**src/rtl/ps2_key_pkg.sv**
```systemverilog
// rtl/ps2_key_pkg.sv - scancodes, state encoding and decode fields for PS/2 number entry
package ps2_key_pkg;

  localparam logic [7:0] SC_ENTER = 8'h5A;
  localparam logic [7:0] SC_BKSP  = 8'h66;
  localparam logic [7:0] SC_ESC   = 8'h76;

  // Element i holds the set-2 make code for decimal digit i.
  localparam logic [9:0][7:0] SC_DIGIT_MAIN = {8'h46, 8'h3E, 8'h3D, 8'h36, 8'h2E,
                                               8'h25, 8'h26, 8'h1E, 8'h16, 8'h45};
  localparam logic [9:0][7:0] SC_DIGIT_PAD  = {8'h7D, 8'h75, 8'h6C, 8'h74, 8'h73,
                                               8'h6B, 8'h7A, 8'h72, 8'h69, 8'h70};

  localparam logic [1:0] ST_IDLE  = 2'd0;
  localparam logic [1:0] ST_ENTRY = 2'd1;
  localparam logic [1:0] ST_CONV  = 2'd2;
  localparam logic [1:0] ST_HOLD  = 2'd3;

  typedef struct packed {
    logic       is_digit;
    logic [3:0] digit;
    logic       is_enter;
    logic       is_bksp;
    logic       is_esc;
  } key_dec_t;

endpackage

```
**src/rtl/ps2_scancode_decode.sv**
```systemverilog
// rtl/ps2_scancode_decode.sv - combinational classification of a set-2 make code
module ps2_scancode_decode
  import ps2_key_pkg::*;
(
  input  logic [7:0] scancode,
  output logic       is_digit,
  output logic [3:0] digit,
  output logic       is_enter,
  output logic       is_bksp,
  output logic       is_esc
);

  key_dec_t dec;

  always_comb begin
    dec = '0;
    for (int i = 0; i < 10; i++) begin
      if (scancode == SC_DIGIT_MAIN[i] || scancode == SC_DIGIT_PAD[i]) begin
        dec.is_digit = 1'b1;
        dec.digit    = 4'(i);
      end
    end
    dec.is_enter = (scancode == SC_ENTER);
    dec.is_bksp  = (scancode == SC_BKSP);
    dec.is_esc   = (scancode == SC_ESC);
  end

  assign is_digit = dec.is_digit;
  assign digit    = dec.digit;
  assign is_enter = dec.is_enter;
  assign is_bksp  = dec.is_bksp;
  assign is_esc   = dec.is_esc;

endmodule

```
**src/rtl/ps2_num_entry_ctrl.sv**
```systemverilog
// rtl/ps2_num_entry_ctrl.sv - PS/2 decimal entry, BCD-to-binary conversion and MMIO handshake
module ps2_num_entry_ctrl
  import ps2_key_pkg::*;
#(
  parameter int MAX_DIGITS = 4,
  parameter int VAL_W      = 14
) (
  input  logic                    clk,
  input  logic                    rst,
  input  logic [7:0]              scancode,
  input  logic                    key_pressed,
  input  logic                    key_released,
  input  logic                    value_ack,
  output logic [VAL_W-1:0]        value,
  output logic                    value_valid,
  output logic [4*MAX_DIGITS-1:0] bcd,
  output logic [3:0]              digit_cnt,
  output logic                    busy,
  output logic                    key_rejected
);

  localparam int         BCD_W   = 4 * MAX_DIGITS;
  localparam logic [3:0] MAX_CNT = 4'(MAX_DIGITS);

  logic [1:0]       state_q, state_d;
  logic [BCD_W-1:0] bcd_q, bcd_d;
  logic [3:0]       cnt_q, cnt_d;
  logic [VAL_W-1:0] acc_q, acc_d;
  logic [2:0]       idx_q, idx_d;
  logic [VAL_W-1:0] value_q, value_d;
  logic             valid_q, valid_d;
  logic             rej_q, rej_d;
  logic             lock_q, lock_d;
  logic [7:0]       last_sc_q, last_sc_d;

  logic             is_digit, is_enter, is_bksp, is_esc;
  logic [3:0]       digit;
  logic             lock_eff, press_live;
  logic [3:0]       digit_sel;
  logic [3:0]       cnt_m1;
  logic [VAL_W-1:0] acc_mul;
  logic [BCD_W-1:0] bcd_shl;

  ps2_scancode_decode u_decode (
    .scancode (scancode),
    .is_digit (is_digit),
    .digit    (digit),
    .is_enter (is_enter),
    .is_bksp  (is_bksp),
    .is_esc   (is_esc)
  );

  // A release in the same cycle unlocks before the press is judged.
  assign lock_eff   = lock_q & ~key_released;
  assign press_live = key_pressed & ~(lock_eff & (scancode == last_sc_q));
  assign cnt_m1     = cnt_q - 4'd1;
  assign bcd_shl    = (bcd_q << 4) | {{(BCD_W-4){1'b0}}, digit};

  always_comb begin
    digit_sel = 4'd0;
    for (int i = 0; i < MAX_DIGITS; i++) begin
      if (idx_q == 3'(i)) digit_sel = bcd_q[4*i +: 4];
    end
  end

  assign acc_mul = (acc_q << 3) + (acc_q << 1) + {{(VAL_W-4){1'b0}}, digit_sel};

  always_ff @(posedge clk) begin
    if (rst) begin
      state_q   <= ST_IDLE;
      bcd_q     <= '0;
      cnt_q     <= '0;
      acc_q     <= '0;
      idx_q     <= '0;
      value_q   <= '0;
      valid_q   <= 1'b0;
      rej_q     <= 1'b0;
      lock_q    <= 1'b0;
      last_sc_q <= '0;
    end else begin
      state_q   <= state_d;
      bcd_q     <= bcd_d;
      cnt_q     <= cnt_d;
      acc_q     <= acc_d;
      idx_q     <= idx_d;
      value_q   <= value_d;
      valid_q   <= valid_d;
      rej_q     <= rej_d;
      lock_q    <= lock_d;
      last_sc_q <= last_sc_d;
    end
  end

  always_comb begin
    state_d   = state_q;
    bcd_d     = bcd_q;
    cnt_d     = cnt_q;
    acc_d     = acc_q;
    idx_d     = idx_q;
    value_d   = value_q;
    valid_d   = valid_q;
    rej_d     = 1'b0;
    lock_d    = lock_eff;
    last_sc_d = last_sc_q;

    if (press_live) begin
      lock_d    = 1'b1;
      last_sc_d = scancode;
    end

    case (state_q)
      ST_IDLE: begin
        if (press_live && is_digit) begin
          bcd_d   = bcd_shl;
          cnt_d   = 4'd1;
          state_d = ST_ENTRY;
        end
      end
      ST_ENTRY: begin
        if (press_live) begin
          if (is_digit) begin
            if (cnt_q < MAX_CNT) begin
              bcd_d = bcd_shl;
              cnt_d = cnt_q + 4'd1;
            end else begin
              rej_d = 1'b1;
            end
          end else if (is_bksp) begin
            bcd_d = bcd_q >> 4;
            cnt_d = cnt_m1;
            if (cnt_m1 == 4'd0) state_d = ST_IDLE;
          end else if (is_esc) begin
            bcd_d   = '0;
            cnt_d   = '0;
            state_d = ST_IDLE;
          end else if (is_enter) begin
            acc_d   = '0;
            idx_d   = cnt_m1[2:0];
            state_d = ST_CONV;
          end
        end
      end
      ST_CONV: begin
        rej_d = press_live;
        acc_d = acc_mul;
        if (idx_q == 3'd0) begin
          value_d = acc_mul;
          valid_d = 1'b1;
          state_d = ST_HOLD;
        end else begin
          idx_d = idx_q - 3'd1;
        end
      end
      default: begin
        rej_d = press_live;
        if (value_ack) begin
          valid_d = 1'b0;
          bcd_d   = '0;
          cnt_d   = '0;
          state_d = ST_IDLE;
        end
      end
    endcase
  end

  always_comb begin
    value        = value_q;
    value_valid  = valid_q;
    bcd          = bcd_q;
    digit_cnt    = cnt_q;
    busy         = (state_q == ST_CONV) || (state_q == ST_HOLD);
    key_rejected = rej_q;
  end

endmodule

```
**config.mk**
```make
export PLATFORM = sky130hd
export DESIGN_NAME = ps2_num_entry_ctrl
export DESIGN_NICKNAME = d
export VERILOG_FILES = /design/src/rtl/ps2_key_pkg.sv /design/src/rtl/ps2_scancode_decode.sv /design/src/rtl/ps2_num_entry_ctrl.sv
export SDC_FILE = /design/constraint.sdc
export NUM_CORES = 1
export LEC_CHECK = 0
export ABC_AREA = 1
export BUFFER_PORTS_ARGS = -buffer_cell sky130_fd_sc_hd__buf_2
export CORE_ASPECT_RATIO = 2
export CORE_MARGIN = 2
export CORE_UTILIZATION = 40
export DETAILED_ROUTE_END_ITERATION = 7
export MAX_ROUTING_LAYER = met4
export PLACE_DENSITY = 0.6
export SETUP_SLACK_MARGIN = 0.4
export SYNTH_ARGS = -nofsm -noshare
export SYNTH_HDL_FRONTEND = slang
export SYNTH_SLANG_ARGS = --single-unit
export TNS_END_PERCENT = 5
```
**constraint.sdc**
```tcl
create_clock -name clk -period 2.9 [get_ports clk]
set_input_delay 0.435 -clock clk [delete_from_list [all_inputs] [get_ports clk]]
set_output_delay 0.435 -clock clk [all_outputs]
set_load 0.01 [all_outputs]
```
# Word level (Yosys, flattened, before mapping)
# Index checks and enable logic that the tools add are counted.
[totals]
reg_bits = 63
in_bits = 13
output_inout_bits = 37
[op_classes]
addsub = 5
n_lt_le_gt_ge = 1
eq_ne = 42
n_mux = 61
n_bitwise = 8
reduce_logical = 26
[ops]
columns = ["operator", "count"]
rows = [
  ["8-bit by 7-bit equality test with 1-bit output (second input constant)", 15],
  ["16-bit 2-to-1 mux", 7],
  ["13-bit 2-to-1 mux", 5],
  ["5-bit 2-to-1 mux", 10],
  ["8-bit by 6-bit equality test with 1-bit output (second input constant)", 6],
  ["16-bit one-hot mux with 3 select lines", 1],
  ["4-bit 2-to-1 mux", 11],
  ["13-bit one-hot mux with 2 select lines", 1],
  ["2-bit 2-to-1 mux", 9],
  ["3-bit 2-to-1 mux", 6],
  ["8-bit by 5-bit equality test with 1-bit output (second input constant)", 2],
  ["2-bit inequality test (second input constant)", 8],
  ["16-bit by 4-bit bitwise OR with 16-bit output", 1],
  ["14-bit adder", 1],
  ["14-bit by 4-bit adder with 14-bit output", 1],
  ["7-bit AND reduction", 2],
  ["4-bit one-hot mux with 3 select lines", 1],
  ["6-bit AND reduction", 2],
  ["1-bit logical OR", 11],
  ["8-bit equality test", 1],
  ["4-bit inequality test (second input constant)", 2],
  ["3-bit by 2-bit equality test with 1-bit output (second input constant)", 2],
  ["1-bit 2-to-1 mux", 6],
  ["3-bit inequality test (second input constant)", 2],
  ["22 further kinds", 30],
]

# Depth between registers and ports, before layout
# Gate-level depths: netlist of the first run.
[depth]
depth_word = 17
ltp_mapped = 23
ltp_nobuf = 23

# Modules after synthesis
# Synthesis of the first run repeated with hierarchy kept, for this count alone.
[unflattened]
hier_cells = 668
hier_area_um2 = 4305.4
[modules_own_cells]
columns = ["module", "instances", "cells_per_inst", "area_each_um2", "seq_area_each_um2"]
rows = [
  ["ps2_num_entry_ctrl", 1, 571, 3891.2, 1261.2],
  ["ps2_scancode_decode", 1, 97, 414.1, 0.0],
]

# Worst setup path before layout of the first run
# No wires, ideal clock.
[synth_path]
path_kind = "register to register"
startpoint = "reg idx_q[1]"
endpoint = "reg value_q[12], in the netlist value[12]"
setup_time_ns = 0.116
t_arrival_ns = 2.930
path_slack_ns = -0.146
path_stages_with_launch = 21
n_path_buf = 0
path_cell_list = "dfxtp_1 inv_1 ha_1 inv_1 nor2_1 nand2_1 a21boi_0 o22ai_1 fa_1 fa_1 nand3b_1 nand2_1 a21oi_1 o21bai_1 nand3b_1 nand2_1 nand2_1 nand2_1 nand2_1 o211ai_1 inv_1"
[synth_via]
elab_chain_len = 6
[synth_lines]
columns = ["element", "line", "source"]
rows = [
  ["start, declared", "ps2_num_entry_ctrl.sv:29", "logic [2:0] idx_q, idx_d;"],
  ["start signal, assigned", "ps2_num_entry_ctrl.sv:85", "idx_q <= idx_d;"],
  ["3-bit zero test", "ps2_num_entry_ctrl.sv:62, ps2_num_entry_ctrl.sv:146", ""],
  ["4-bit 2-to-1 mux (4 in a row)", "ps2_num_entry_ctrl.sv:62", "if (idx_q == 3'(i)) digit_sel = bcd_q[4*i +: 4];"],
  ["14-bit by 4-bit adder with 14-bit output", "ps2_num_entry_ctrl.sv:66", "assign acc_mul = (acc_q << 3) + (acc_q << 1) + {{(VAL_W-4){1'b0}}, digit_sel};"],
  ["end signal, assigned", "ps2_num_entry_ctrl.sv:86", "value_q <= value_d;"],
  ["end, declared", "ps2_num_entry_ctrl.sv:30", "logic [VAL_W-1:0] value_q, value_d;"],
]
# Several ways; a longest one is shown, not always the timed one.
# A chain may end at the register's enable or synchronous reset.

# Final worst setup path of the first run
[layout_path]
startpoint = "reg idx_q[0]"
endpoint = "reg acc_q[6]"
[layout_via]
elab_chain_len = 7
[layout_lines]
columns = ["element", "line", "source"]
rows = [
  ["3-bit zero test", "ps2_num_entry_ctrl.sv:62", ""],
  ["4-bit 2-to-1 mux (3 in a row)", "ps2_num_entry_ctrl.sv:62", ""],
  ["4-bit 2-to-1 mux *", "ps2_num_entry_ctrl.sv:62", ""],
  ["14-bit by 4-bit adder with 14-bit output *", "ps2_num_entry_ctrl.sv:66", ""],
  ["13-bit one-hot mux with 2 select lines *", "ps2_num_entry_ctrl.sv:111", "case (state_q)"],
  ["end signal, assigned", "ps2_num_entry_ctrl.sv:73", "acc_q <= '0;"],
  ["end signal, assigned", "ps2_num_entry_ctrl.sv:84", "acc_q <= acc_d;"],
  ["end, declared", "ps2_num_entry_ctrl.sv:28", "logic [VAL_W-1:0] acc_q, acc_d;"],
]
# Every way passes the cells marked *; elsewhere a longest branch is shown, timed or not.

==> results.py, run 1 <==
metrics = {
    "power": {
        "p_sw_share_pct": 28.20,
        "internal-power_mw": 1.868,
        "comb_power_share_pct": 18.1,
        "power.share.clock_pct": 45.7,
        "irDropWorstVdd_uv": 299.6,
        "power.net_switching_uw": 733.6,
        "lkg_pwr_nw": 2.738,
        "power-per-cell-area_nw_per_um2": 462.8,
        "power.share.sequential_pct": 36.2,
        "post-layout-total-power_mw": 2.602,
    },
    "final_layout": {
        "area_growth_syn_to_layout_pct": 26.10,
        "postLayoutCoreUtil_pct": 51.68,
        "mostFrequentLayoutCells": "sky130_fd_sc_hd__nand2_1 (147), sky130_fd_sc_hd__nor2_1 (95), sky130_fd_sc_hd__dfxtp_1 (61)",
        "final_layout_size_suffix_gt1_share_pct": 29.45,
        "antenna_cells": 0,
        "final_instance_area_um2": 5622,
        "nNetsFinal": 787,
        "layout_commonest_cell": "sky130_fd_sc_hd__nand2_1",
        "stdcell_count": 887,
    },
    "sta": {
        "hold_violations": 0,
        "final_critical_path_setup_slack_ns": -0.1554,
        "fin_worst_skew_ns": 0.006041,
        "final_count_of_negative_setup_slack_endpoints": 11,
        "finalCritPeriodShare_pct": 105.4,
        "maxSlewViolCount": 0,
        "max_freq_mhz": 327.3,
        "worst_slew_pin_slew_ns": 0.6448,
        "final.min_clock_period_ns": 3.055,
        "post_route_worst_hold_slack_ns": 0.3551,
        "relSlewSlack_pct": 57.01,
        "setup-tns-final_ns": -1.055,
        "rsz0062_at_grt": "true",
    },
    "synth": {
        "post_synth.cell_area_avg_um2": 6.806,
        "synth_fp_nets": 700,
        "synth.area.top_cells": "sky130_fd_sc_hd__dfxtp_1 (28%), sky130_fd_sc_hd__nand2_1 (13%), sky130_fd_sc_hd__ha_1 (8.4%), sky130_fd_sc_hd__nor2_1 (8.1%), sky130_fd_sc_hd__inv_1 (5.3%)",
        "yosysTopAreaCell": "sky130_fd_sc_hd__dfxtp_1",
        "ys_seq_area_share_pct": 28.29,
        "post_synth_instance_area_um2": 4458,
        "yosys_warnings": 0,
        "synth.ff_latch_count": 63,
        "synth-main-ff-cell": "sky130_fd_sc_hd__dfxtp_1",
        "synth_edf_count": 0,
        "ys_types": 43,
        "synth-async-reset-ratio_pct": 0,
        "yosysTopAreaCellShare_pct": 28.29,
        "syn_inst": 655,
    },
    "clock_tree": {
        "cts.root.buffer_cell": "sky130_fd_sc_hd__clkbuf_16",
        "clk_path_buf_depth": 2,
        "cts-hold-fix-buffers": 0,
        "cts_inserted_buffers": 9,
        "insertion_delay_ns": 0.34,
        "clk_transition_reported_paths_ns": 0.06,
        "htree_levels": 3,
        "cts_tree": "yes",
        "clkSinkCount": 63,
    },
    "routing": {
        "drt_first_pass_iters": 4,
        "post_drt_wl_per_cell_um": 14.92,
        "drcViolationCount": 0,
        "avgViaCountPerCell": 5.047,
        "dr_total_vias": 4477,
        "drt-total-wl_um": 13240,
        "antenna_violating_nets_post_route": 0,
        "initialDrtViolationCount": 304,
    },
    "worst_hold_path": {
        "hold_path_depth": 4,
        "min_path_type": "input port to flip-flop",
        "worst_hold_path.endpoint": "lock_q",
        "hold_path_startpoint": "key_released",
    },
    "placement": {
        "placement.io_buffers": 49,
        "post-place-cells": 859,
        "postPlaceCellArea_um2": 5019,
        "dpl_worst_slack_ns": -0.3396,
        "place_hpwl_um": 9933,
        "finalWeightedCongestion": 0.9578,
    },
    "die": {
        "placeableCoreArea_um2": 10880,
        "die_w_um": 78.65,
        "fp.dieArea_um2": 12060,
        "die_ht_um": 153.3,
        "std_cell_rows": 54,
        "pin_count": 50,
        "initial_util_pct": 40.98,
    },
    "grt": {
        "grt_usage_pct": 23.99,
        "grt_max_degree": 39,
        "via_count_of_the_first_global_routing_pass": 4667,
        "grt-ovfl-total": 0,
        "grt_antenna_before_repair": 0,
        "wire_length_of_the_first_global_routing_pass_um": 22310,
    },
    "critical_path": {
        "critPathMaxFanout": 4,
        "crit_required_ns": 3.17,
        "timing.critical_path.slowest_cell_delay_ns": 0.39,
        "slowest_stage": "sky130_fd_sc_hd__fa_1",
        "cpLargestDelayFamily": "buffers and inverters",
        "timing.reg2reg.worst_path_depth": 20,
        "crit-reg2reg-capture": "acc_q[6]",
        "crit_path_cell_trace": "inv_4 > ha_4 > nand2_4 > inv_4 > nand3_2 > a21boi_2 > o22ai_2 > fa_1 > inv_1 > ha_1 > buf_4 > nand3b_1 > nand2_2 > buf_4 > buf_4 > buf_4 > buf_4 > xor2_1 > nand2_1 > a21oi_1",
        "worstReg2RegStart": "idx_q[0]",
        "timing.reg2reg.setup_slack_ns": -0.16,
        "critical_path_arrival_ns": 3.33,
        "timing_worst_setup_path_type": "flip-flop to flip-flop",
        "timing.critical_path.to_type": "flip-flop",
        "critPathBufInv": 8,
        "critical_path.most_common_cell": "sky130_fd_sc_hd__buf_4",
        "setup.worst_path.start_class": "flip-flop",
    },
    "job": {
        "timing.max_cap.violations": 0,
    },
    "outcome": {
        "outcome": "finished, violations left",
        "failed_checks": "negative setup slack",
    },
}
-- cell type report --
class,count,area [um^2]
fillers,1090,5256
multi-input cells,502,2978
flip-flops and latches,63,1266
repair buffers,95,601.8
inverters,71,276.5
clock buffers,11,242.7
well taps,140,175.2
clock inverters,5,81.33
-- cells by family after synthesis --
group / Yosys count / synth area share, %
xor+xnor: 18 / 3.536
simple gates: 339 / 35.70
flops: 63 / 28.29
buf+inv: 90 / 9.178
fa+ha+maj: 32 / 9.318
mux: 1 / 0.2245
compound gates: 112 / 13.75
-- how the worst max path moves through the flow --
stage                     cells after the start  slack, ns        end     start
after floorplan                              20     -0.008  value[12]  idx_q[0]
after global placement                       23      -0.19  value[12]  idx_q[1]
after detailed placement                     21      -0.34  acc_q[10]  idx_q[1]
after CTS                                    21      -0.12  acc_q[10]  idx_q[1]
after global routing                         23      -0.41  value[12]  idx_q[1]
final                                        20      -0.16   acc_q[6]  idx_q[0]
-- metal layers --
metal	global-route usage (%)	routed length [um]
met1	22.73	4743
met2	45.01	7506
met3	3.601	393
met4	12.53	595
met5	-	0
-- synthesized netlist by cell type, drive strengths merged (5+ instances only) --
cell type	instances
inv	71
clkbuf	6
dfxtp	63
nor2	116
buf	13
xnor2	5
nand3	24
nor3	7
ha	30
xor2	13
a22oi	7
nand2	184
a21oi	39
o22ai	5
o21ai	51
-- tightest hold or removal path, stage by stage --
cell and delay, ns:
sky130_fd_sc_hd__buf_2 0.07, sky130_fd_sc_hd__nor2_1 0.04, sky130_fd_sc_hd__nand2_1 0.05, sky130_fd_sc_hd__nand2_1 0.05
-- timing repair --
item,in CTS,in global routing
resized for setup,32,18
pin swaps,27,9
setup endpoints to repair,21,21
buffers inserted,10,2
-- power by group through the flow --
| stage | clock [mW] | sequential (mW) | combinational, mW |
|---|---|---|---|
| floorplan | 0 | 0.966 | 0.272 |
| global placement | 0 | 0.958 | 0.411 |
| detailed placement | 0 | 0.959 | 0.419 |
| CTS | 1.21 | 0.940 | 0.454 |
| global route | 1.24 | 0.947 | 0.521 |
| finish | 1.19 | 0.942 | 0.470 |
-- flip-flops by register name, indices dropped and copies added, names as in the netlist --
name	cells
acc_q	13
bcd	16
digit_cnt	4
idx_q	3
key_rejected	1
last_sc_q	8
lock_q	1
state_q	2
value	14
value_valid	1
(Power assumes the default switching activity.)
==> inputs of run 2 (changes only) <==
ABC_AREA = unset   (was 1)
PLACE_DENSITY = 0.61   (was 0.6)
SETUP_SLACK_MARGIN = unset   (was 0.4)
==> results.py, run 2 <==
metrics = {
    "placement": {
        "placement.io_buffers": 49,
        "post-place-cells": 692,
        "dpl_worst_slack_ns": -0.8556,
        "postPlaceCellArea_um2": 4690,
        "finalWeightedCongestion": 0.9422,
        "place_hpwl_um": 8042,
    },
    "synth": {
        "synth.area.top_cells": "sky130_fd_sc_hd__dfxtp_1 (30%), sky130_fd_sc_hd__ha_1 (9.1%), sky130_fd_sc_hd__nor2_1 (5.7%), sky130_fd_sc_hd__a21oi_1 (5.3%), sky130_fd_sc_hd__nand2_1 (4.2%)",
        "ys_types": 60,
        "synth-main-ff-cell": "sky130_fd_sc_hd__dfxtp_1",
        "yosysTopAreaCell": "sky130_fd_sc_hd__dfxtp_1",
        "synth-async-reset-ratio_pct": 0,
        "post_synth_instance_area_um2": 4140,
        "yosysTopAreaCellShare_pct": 30.46,
        "synth_fp_nets": 552,
        "synth.ff_latch_count": 63,
        "yosys_warnings": 0,
        "synth_edf_count": 0,
        "ys_seq_area_share_pct": 30.46,
        "post_synth.cell_area_avg_um2": 8.166,
        "syn_inst": 507,
        "synth_common_cells": "sky130_fd_sc_hd__dfxtp_1 (63), sky130_fd_sc_hd__nor2_1 (63), sky130_fd_sc_hd__nand2_1 (46)",
    },
    "clock_tree": {
        "cts-hold-fix-buffers": 0,
        "htree_levels": 3,
        "cts_inserted_buffers": 9,
        "insertion_delay_ns": 0.33,
        "cts.root.buffer_cell": "sky130_fd_sc_hd__clkbuf_16",
        "clk_transition_reported_paths_ns": 0.05,
        "clkSinkCount": 63,
        "clk_path_buf_depth": 2,
        "cts_tree": "yes",
    },
    "routing": {
        "post_drt_wl_per_cell_um": 15.47,
        "antenna_violating_nets_post_route": 0,
        "initialDrtViolationCount": 221,
        "dr_total_vias": 3922,
        "avgViaCountPerCell": 5.462,
        "drcViolationCount": 0,
        "drt_first_pass_iters": 5,
        "drt-total-wl_um": 11110,
    },
    "sta": {
        "finalCritPeriodShare_pct": 120.2,
        "final_critical_path_setup_slack_ns": -0.5867,
        "hold_violations": 0,
        "rsz0062_at_grt": "true",
        "relSlewSlack_pct": 40.57,
        "worst_slew_pin_slew_ns": 0.8914,
        "fin_worst_skew_ns": 0.007306,
        "maxSlewViolCount": 0,
        "post_route_worst_hold_slack_ns": 0.3959,
        "final.min_clock_period_ns": 3.487,
        "max_freq_mhz": 286.8,
        "final_count_of_negative_setup_slack_endpoints": 15,
    },
    "grt": {
        "via_count_of_the_first_global_routing_pass": 3928,
        "gr-max-usage-layer": "met2",
        "grt_met2_usage_pct": 39.64,
        "wire_length_of_the_first_global_routing_pass_um": 18490,
        "grt_usage_pct": 20.94,
        "grt_util_met3_pct": 3.907,
        "grt-ovfl-total": 0,
        "grt_max_degree": 48,
        "grt_antenna_before_repair": 0,
        "met1_usage_pct": 21.27,
    },
    "critical_path": {
        "critPathMaxFanout": 5,
        "critical_path_arrival_ns": 3.76,
        "critPathBufInv": 2,
        "critical_path.most_common_cell": "sky130_fd_sc_hd__a21oi_1",
        "setup.worst_path.start": "idx_q[0]",
        "timing.critical_path.slowest_cell_delay_ns": 0.51,
        "timing.critical_path.to_type": "flip-flop",
        "crit_required_ns": 3.17,
        "worstReg2RegStart": "idx_q[0]",
        "cpLargestDelayFamily": "compound AO/OA/AOI/OAI gates",
        "slowest_stage": "sky130_fd_sc_hd__fa_1",
        "timing_worst_setup_path_type": "flip-flop to flip-flop",
        "setup.worst_path.start_class": "flip-flop",
        "crit_path_cell_trace": "buf_6 > ha_4 > nor2_2 > a21oi_1 > nor2_1 > a21oi_1 > o21ai_1 > nand2b_1 > fa_1 > inv_1 > ha_1 > a21o_1 > a21oi_2 > nand2b_4 > a21oi_1 > a41o_1 > or4_1 > a31o_2 > nand3_1",
    },
    "final_layout": {
        "postLayoutCoreUtil_pct": 51.75,
        "stdcell_count": 718,
        "final_instance_area_um2": 5219,
        "largest_register_ff_count": 16,
        "mostFrequentLayoutCells": "sky130_fd_sc_hd__nor2_1 (61), sky130_fd_sc_hd__dfxtp_1 (61), sky130_fd_sc_hd__buf_2 (49)",
        "filler_cell_count": 950,
        "final_layout_size_suffix_gt1_share_pct": 26.76,
        "antenna_cells": 0,
        "nNetsFinal": 623,
        "area_growth_syn_to_layout_pct": 26.05,
    },
    "power": {
        "internal-power_mw": 1.944,
        "irDropWorstVdd_uv": 297.9,
        "power.share.sequential_pct": 35.9,
        "comb_power_share_pct": 16.0,
        "power.net_switching_uw": 675.4,
        "lkg_pwr_nw": 2.227,
        "power.share.clock_pct": 48.1,
        "p_sw_share_pct": 25.78,
        "power-per-cell-area_nw_per_um2": 502.0,
    },
    "die": {
        "die_ht_um": 147.9,
        "std_cell_rows": 52,
        "die_w_um": 75.94,
        "initial_util_pct": 41.05,
        "pin_count": 50,
        "fp.dieArea_um2": 11230,
        "placeableCoreArea_um2": 10080,
    },
    "worst_hold_path": {
        "min_path_type": "input port to flip-flop",
        "hold_path_startpoint": "key_released",
    },
    "job": {
        "timing.max_cap.violations": 0,
    },
    "outcome": {
        "outcome": "finished, violations left",
        "failed_checks": "negative setup slack",
    },
}
[run 2: changes by cell type after synthesis, sizes merged, moves of 14 or more]
cell,change
inv,-57
nor2,-52
nand2,-137
a22oi,+14
o21ai,-36
clkbuf,+15
[run 2: layer usage]
layer	up-vias	wire, um
met5	-	0
met1	1872	4333
met2	76	6201
li1	1954	-
met4	0	243
met3	20	330
[run 2: area by class of cell]
cell class              count  area [um^2]  area share (%)
clock buffers              10        239.0           4.579
clock inverters             6        107.6           2.062
inverters                  14        52.55           1.007
multi-input cells         392         2758           52.84
flip-flops and latches     63         1264           24.21
well taps                 135        168.9           3.237
repair buffers             98        629.4           12.06
[run 2: logic make-up (layout without fill, tap and decap cells)]
kind of cell | after synthesis | in the layout | share of synthesized area, %
multiplexers | 10 | 10 | 2.418
XOR/XNOR | 21 | 21 | 4.442
AND/OR/NAND/NOR | 201 | 201 | 25.87
AO/OA/AOI/OAI | 128 | 128 | 21.09
buffers and inverters | 52 | 128 | 5.682
adder cells (fa/ha/maj) | 32 | 32 | 10.03
flip-flops | 63 | 63 | 30.46
[run 2: worst reg2reg max path, cell delays in order (launching register included)]
cell	delay, ns
sky130_fd_sc_hd__dfxtp_2	0.34
sky130_fd_sc_hd__buf_6	0.12
sky130_fd_sc_hd__ha_4	0.17
sky130_fd_sc_hd__nor2_2	0.09
sky130_fd_sc_hd__a21oi_1	0.04
sky130_fd_sc_hd__nor2_1	0.08
sky130_fd_sc_hd__a21oi_1	0.04
sky130_fd_sc_hd__o21ai_1	0.12
sky130_fd_sc_hd__nand2b_1	0.08
sky130_fd_sc_hd__fa_1	0.51
sky130_fd_sc_hd__inv_1	0.05
sky130_fd_sc_hd__ha_1	0.29
sky130_fd_sc_hd__a21o_1	0.17
sky130_fd_sc_hd__a21oi_2	0.16
sky130_fd_sc_hd__nand2b_4	0.15
sky130_fd_sc_hd__a21oi_1	0.09
sky130_fd_sc_hd__a41o_1	0.21
sky130_fd_sc_hd__or4_1	0.42
sky130_fd_sc_hd__a31o_2	0.22
sky130_fd_sc_hd__nand3_1	0.08
[run 2: path summary, 6_finish.rpt]
| path | slack (ns) | cells after the start | endpoint |
|---|---|---|---|
| setup reg to reg | -0.59 | 19 | value[13] |
| setup / recovery | -0.59 | 19 | value[13] |
| hold reg to reg | 0.45 | 2 | value[8] |
| hold / removal | 0.40 | 4 | lock_q |
[run 2: through the flow]
step | setup TNS [ns] | power, mW
2_1_floorplan | -4.387 | 1.228
6_report | -5.651 | 2.620
3_5_place_dp | -8.115 | 1.365
5_1_grt | -8.810 | 2.729
4_1_cts | -6.818 | 2.629
3_3_place_gp | -6.688 | 1.355
[run 2: power by group through the flow]
stage               Clock [mW]  Sequential [mW]  Combinational (mW)
floorplan                    0            0.955               0.273
global placement             0            0.955               0.400
detailed placement           0            0.957               0.408
CTS                       1.28            0.939               0.414
global route              1.32            0.946               0.468
finish                    1.26            0.940               0.420
[run 2: what timing repair did]
item | 4_1_cts | 5_1_grt
pin swaps | 6 | 5
setup endpoints to repair | 17 | 19
buffers inserted | 10 | 0
gates resized for setup | 11 | 17
==> inputs of run 3 (changes only) <==
CORE_ASPECT_RATIO = unset   (was 2)
==> results.py, run 3 (synthesis gave the netlist of run 2 again) <==
metrics = {
    "outcome": {
        "outcome": "finished, violations left",
        "failed_checks": "negative setup slack",
    },
    "grt": {
        "grt_max_degree": 49,
        "wire_length_of_the_first_global_routing_pass_um": 17150,
        "via_count_of_the_first_global_routing_pass": 3588,
        "grt_antenna_before_repair": 0,
        "grt-ovfl-total": 0,
        "grt_usage_pct": 19.39,
    },
    "sta": {
        "max_freq_mhz": 288.8,
        "worst_slew_pin_slew_ns": 0.9074,
        "final_critical_path_setup_slack_ns": -0.5631,
        "rsz0062_at_grt": "true",
        "hold_violations": 0,
        "fin_worst_skew_ns": 0.01036,
        "maxSlewViolCount": 0,
        "relSlewSlack_pct": 39.22,
        "final.min_clock_period_ns": 3.463,
        "post_route_worst_hold_slack_ns": 0.3880,
        "finalCritPeriodShare_pct": 119.4,
        "final_count_of_negative_setup_slack_endpoints": 15,
    },
    "critical_path": {
        "setup.worst_path.start": "idx_q[1]",
        "timing_worst_setup_path_type": "flip-flop to flip-flop",
        "critPathMaxFanout": 4,
        "critical_path_arrival_ns": 3.74,
        "worstReg2RegStart": "idx_q[1]",
        "timing.critical_path.to_type": "flip-flop",
        "crit_required_ns": 3.18,
        "setup.worst_path.start_class": "flip-flop",
    },
    "clock_tree": {
        "insertion_delay_ns": 0.34,
        "clkSinkCount": 63,
        "htree_levels": 3,
        "cts_tree": "yes",
        "cts_inserted_buffers": 9,
        "cts.root.buffer_cell": "sky130_fd_sc_hd__clkbuf_8",
        "clk_transition_reported_paths_ns": 0.08,
        "clk_path_buf_depth": 2,
    },
    "die": {
        "placeableCoreArea_um2": 10180,
        "pin_count": 50,
        "std_cell_rows": 37,
        "die_w_um": 105.7,
        "fp.dieArea_um2": 11180,
        "initial_util_pct": 40.65,
        "die_ht_um": 105.7,
    },
    "final_layout": {
        "mostFrequentLayoutCells": "sky130_fd_sc_hd__nor2_1 (62), sky130_fd_sc_hd__dfxtp_1 (61), sky130_fd_sc_hd__buf_2 (49)",
        "largest_register_ff_count": 16,
        "layout_commonest_cell": "sky130_fd_sc_hd__nor2_1",
        "final_layout_size_suffix_gt1_share_pct": 25.68,
        "area_growth_syn_to_layout_pct": 22.51,
        "antenna_cells": 0,
        "nNetsFinal": 624,
    },
    "placement": {
        "placement.io_buffers": 49,
        "finalWeightedCongestion": 0.8938,
        "place_hpwl_um": 7355,
    },
    "power": {
        "lkg_pwr_nw": 2.173,
        "power-per-cell-area_nw_per_um2": 441.1,
        "power.share.sequential_pct": 41.8,
        "power.net_switching_uw": 640.5,
        "internal-power_mw": 1.597,
        "comb_power_share_pct": 19.0,
        "power.share.clock_pct": 39.2,
        "irDropWorstVdd_uv": 237.8,
        "p_sw_share_pct": 28.63,
        "post-layout-total-power_mw": 2.237,
    },
    "routing": {
        "initialDrtViolationCount": 148,
        "highest_layer": "met4",
        "post_drt_wl_per_cell_um": 14.38,
        "antenna_violating_nets_post_route": 0,
        "drcViolationCount": 0,
        "met2_wirelength_um": 4730,
        "drt-total-wl_um": 10350,
        "dr_total_vias": 3884,
        "drt_first_pass_iters": 5,
        "routedLengthMet1_um": 5063,
        "met3WireLength_um": 450,
        "avgViaCountPerCell": 5.394,
    },
    "worst_hold_path": {
        "hold_path_startpoint": "key_released",
        "min_path_type": "input port to flip-flop",
    },
    "job": {
        "timing.max_cap.violations": 0,
    },
}
==> run 3: final timing paths <==
check	end	slack, ns	cells after the start
hold / removal	lock_q	0.39	4
setup reg to reg	value[13]	-0.56	20
hold reg to reg	value[0]	0.45	2
setup / recovery	value[13]	-0.56	20
==> run 3: worst max-delay path, stage by stage, from the launching register on <==
cell and delay [ns]:
sky130_fd_sc_hd__dfxtp_2 0.33, sky130_fd_sc_hd__inv_2 0.10, sky130_fd_sc_hd__ha_4 0.15, sky130_fd_sc_hd__nand2_1 0.06
sky130_fd_sc_hd__nor2_1 0.08, sky130_fd_sc_hd__a21oi_1 0.04, sky130_fd_sc_hd__nor2_1 0.08, sky130_fd_sc_hd__a21oi_1 0.05
sky130_fd_sc_hd__o21ai_1 0.13, sky130_fd_sc_hd__nand2b_1 0.08, sky130_fd_sc_hd__fa_1 0.54, sky130_fd_sc_hd__inv_1 0.06
sky130_fd_sc_hd__ha_1 0.28, sky130_fd_sc_hd__a21o_1 0.16, sky130_fd_sc_hd__a21oi_2 0.15, sky130_fd_sc_hd__nand2b_4 0.14
sky130_fd_sc_hd__a21oi_2 0.06, sky130_fd_sc_hd__a41o_1 0.21, sky130_fd_sc_hd__or4_4 0.42, sky130_fd_sc_hd__a31o_2 0.21
sky130_fd_sc_hd__nand3_1 0.07
==> run 3: metrics by stage <==
stage                     utilization [%]  setup TNS [ns]  cell area [um^2]  setup slack, ns  instances
final                               49.80          -4.466              5072          -0.5631        720
after global routing                49.80          -8.872              5072          -0.8087        720
after CTS                           49.56          -4.828              5047          -0.5820        719
after detailed placement            46.65          -6.977              4751          -0.7711        701
after global placement              46.65          -6.773              4751          -0.7345        701
after floorplan                         -          -4.387              4163          -0.6159        507
==> run 3: layout make-up <==
class | count | area [um^2]
clock buffers | 11 | 141.4
well taps | 136 | 170.2
flip-flops and latches | 63 | 1264
multi-input cells | 392 | 2726
inverters | 14 | 52.55
fillers | 1002 | 5112
repair buffers | 99 | 636.9
clock inverters | 5 | 81.33
==> run 3: power by group through the flow <==
stage          clock network (mW)  logic, mW  registers (mW)
3_3_place_gp                    0      0.400           0.954
6_report                    0.877      0.424           0.936
3_5_place_dp                    0      0.408           0.954
4_1_cts                     0.894      0.423           0.935
2_1_floorplan                   0      0.273           0.955
5_1_grt                     0.940      0.470           0.941
==> run 3: what timing repair did <==
| action | in CTS | in global routing |
|---|---|---|
| setup endpoints to repair | 17 | 19 |
| pin swaps | 7 | 3 |
| gates resized for setup | 16 | 5 |
| setup buffers | 2 | 1 |
| hold buffers | 0 | 0 |
==> run 3: per-layer routing <==
metal	vias up	global-route usage, %
met3	11	3.834
li1	1960	-
met5	-	-
met2	75	29.59
met4	0	5.545
met1	1838	26.14
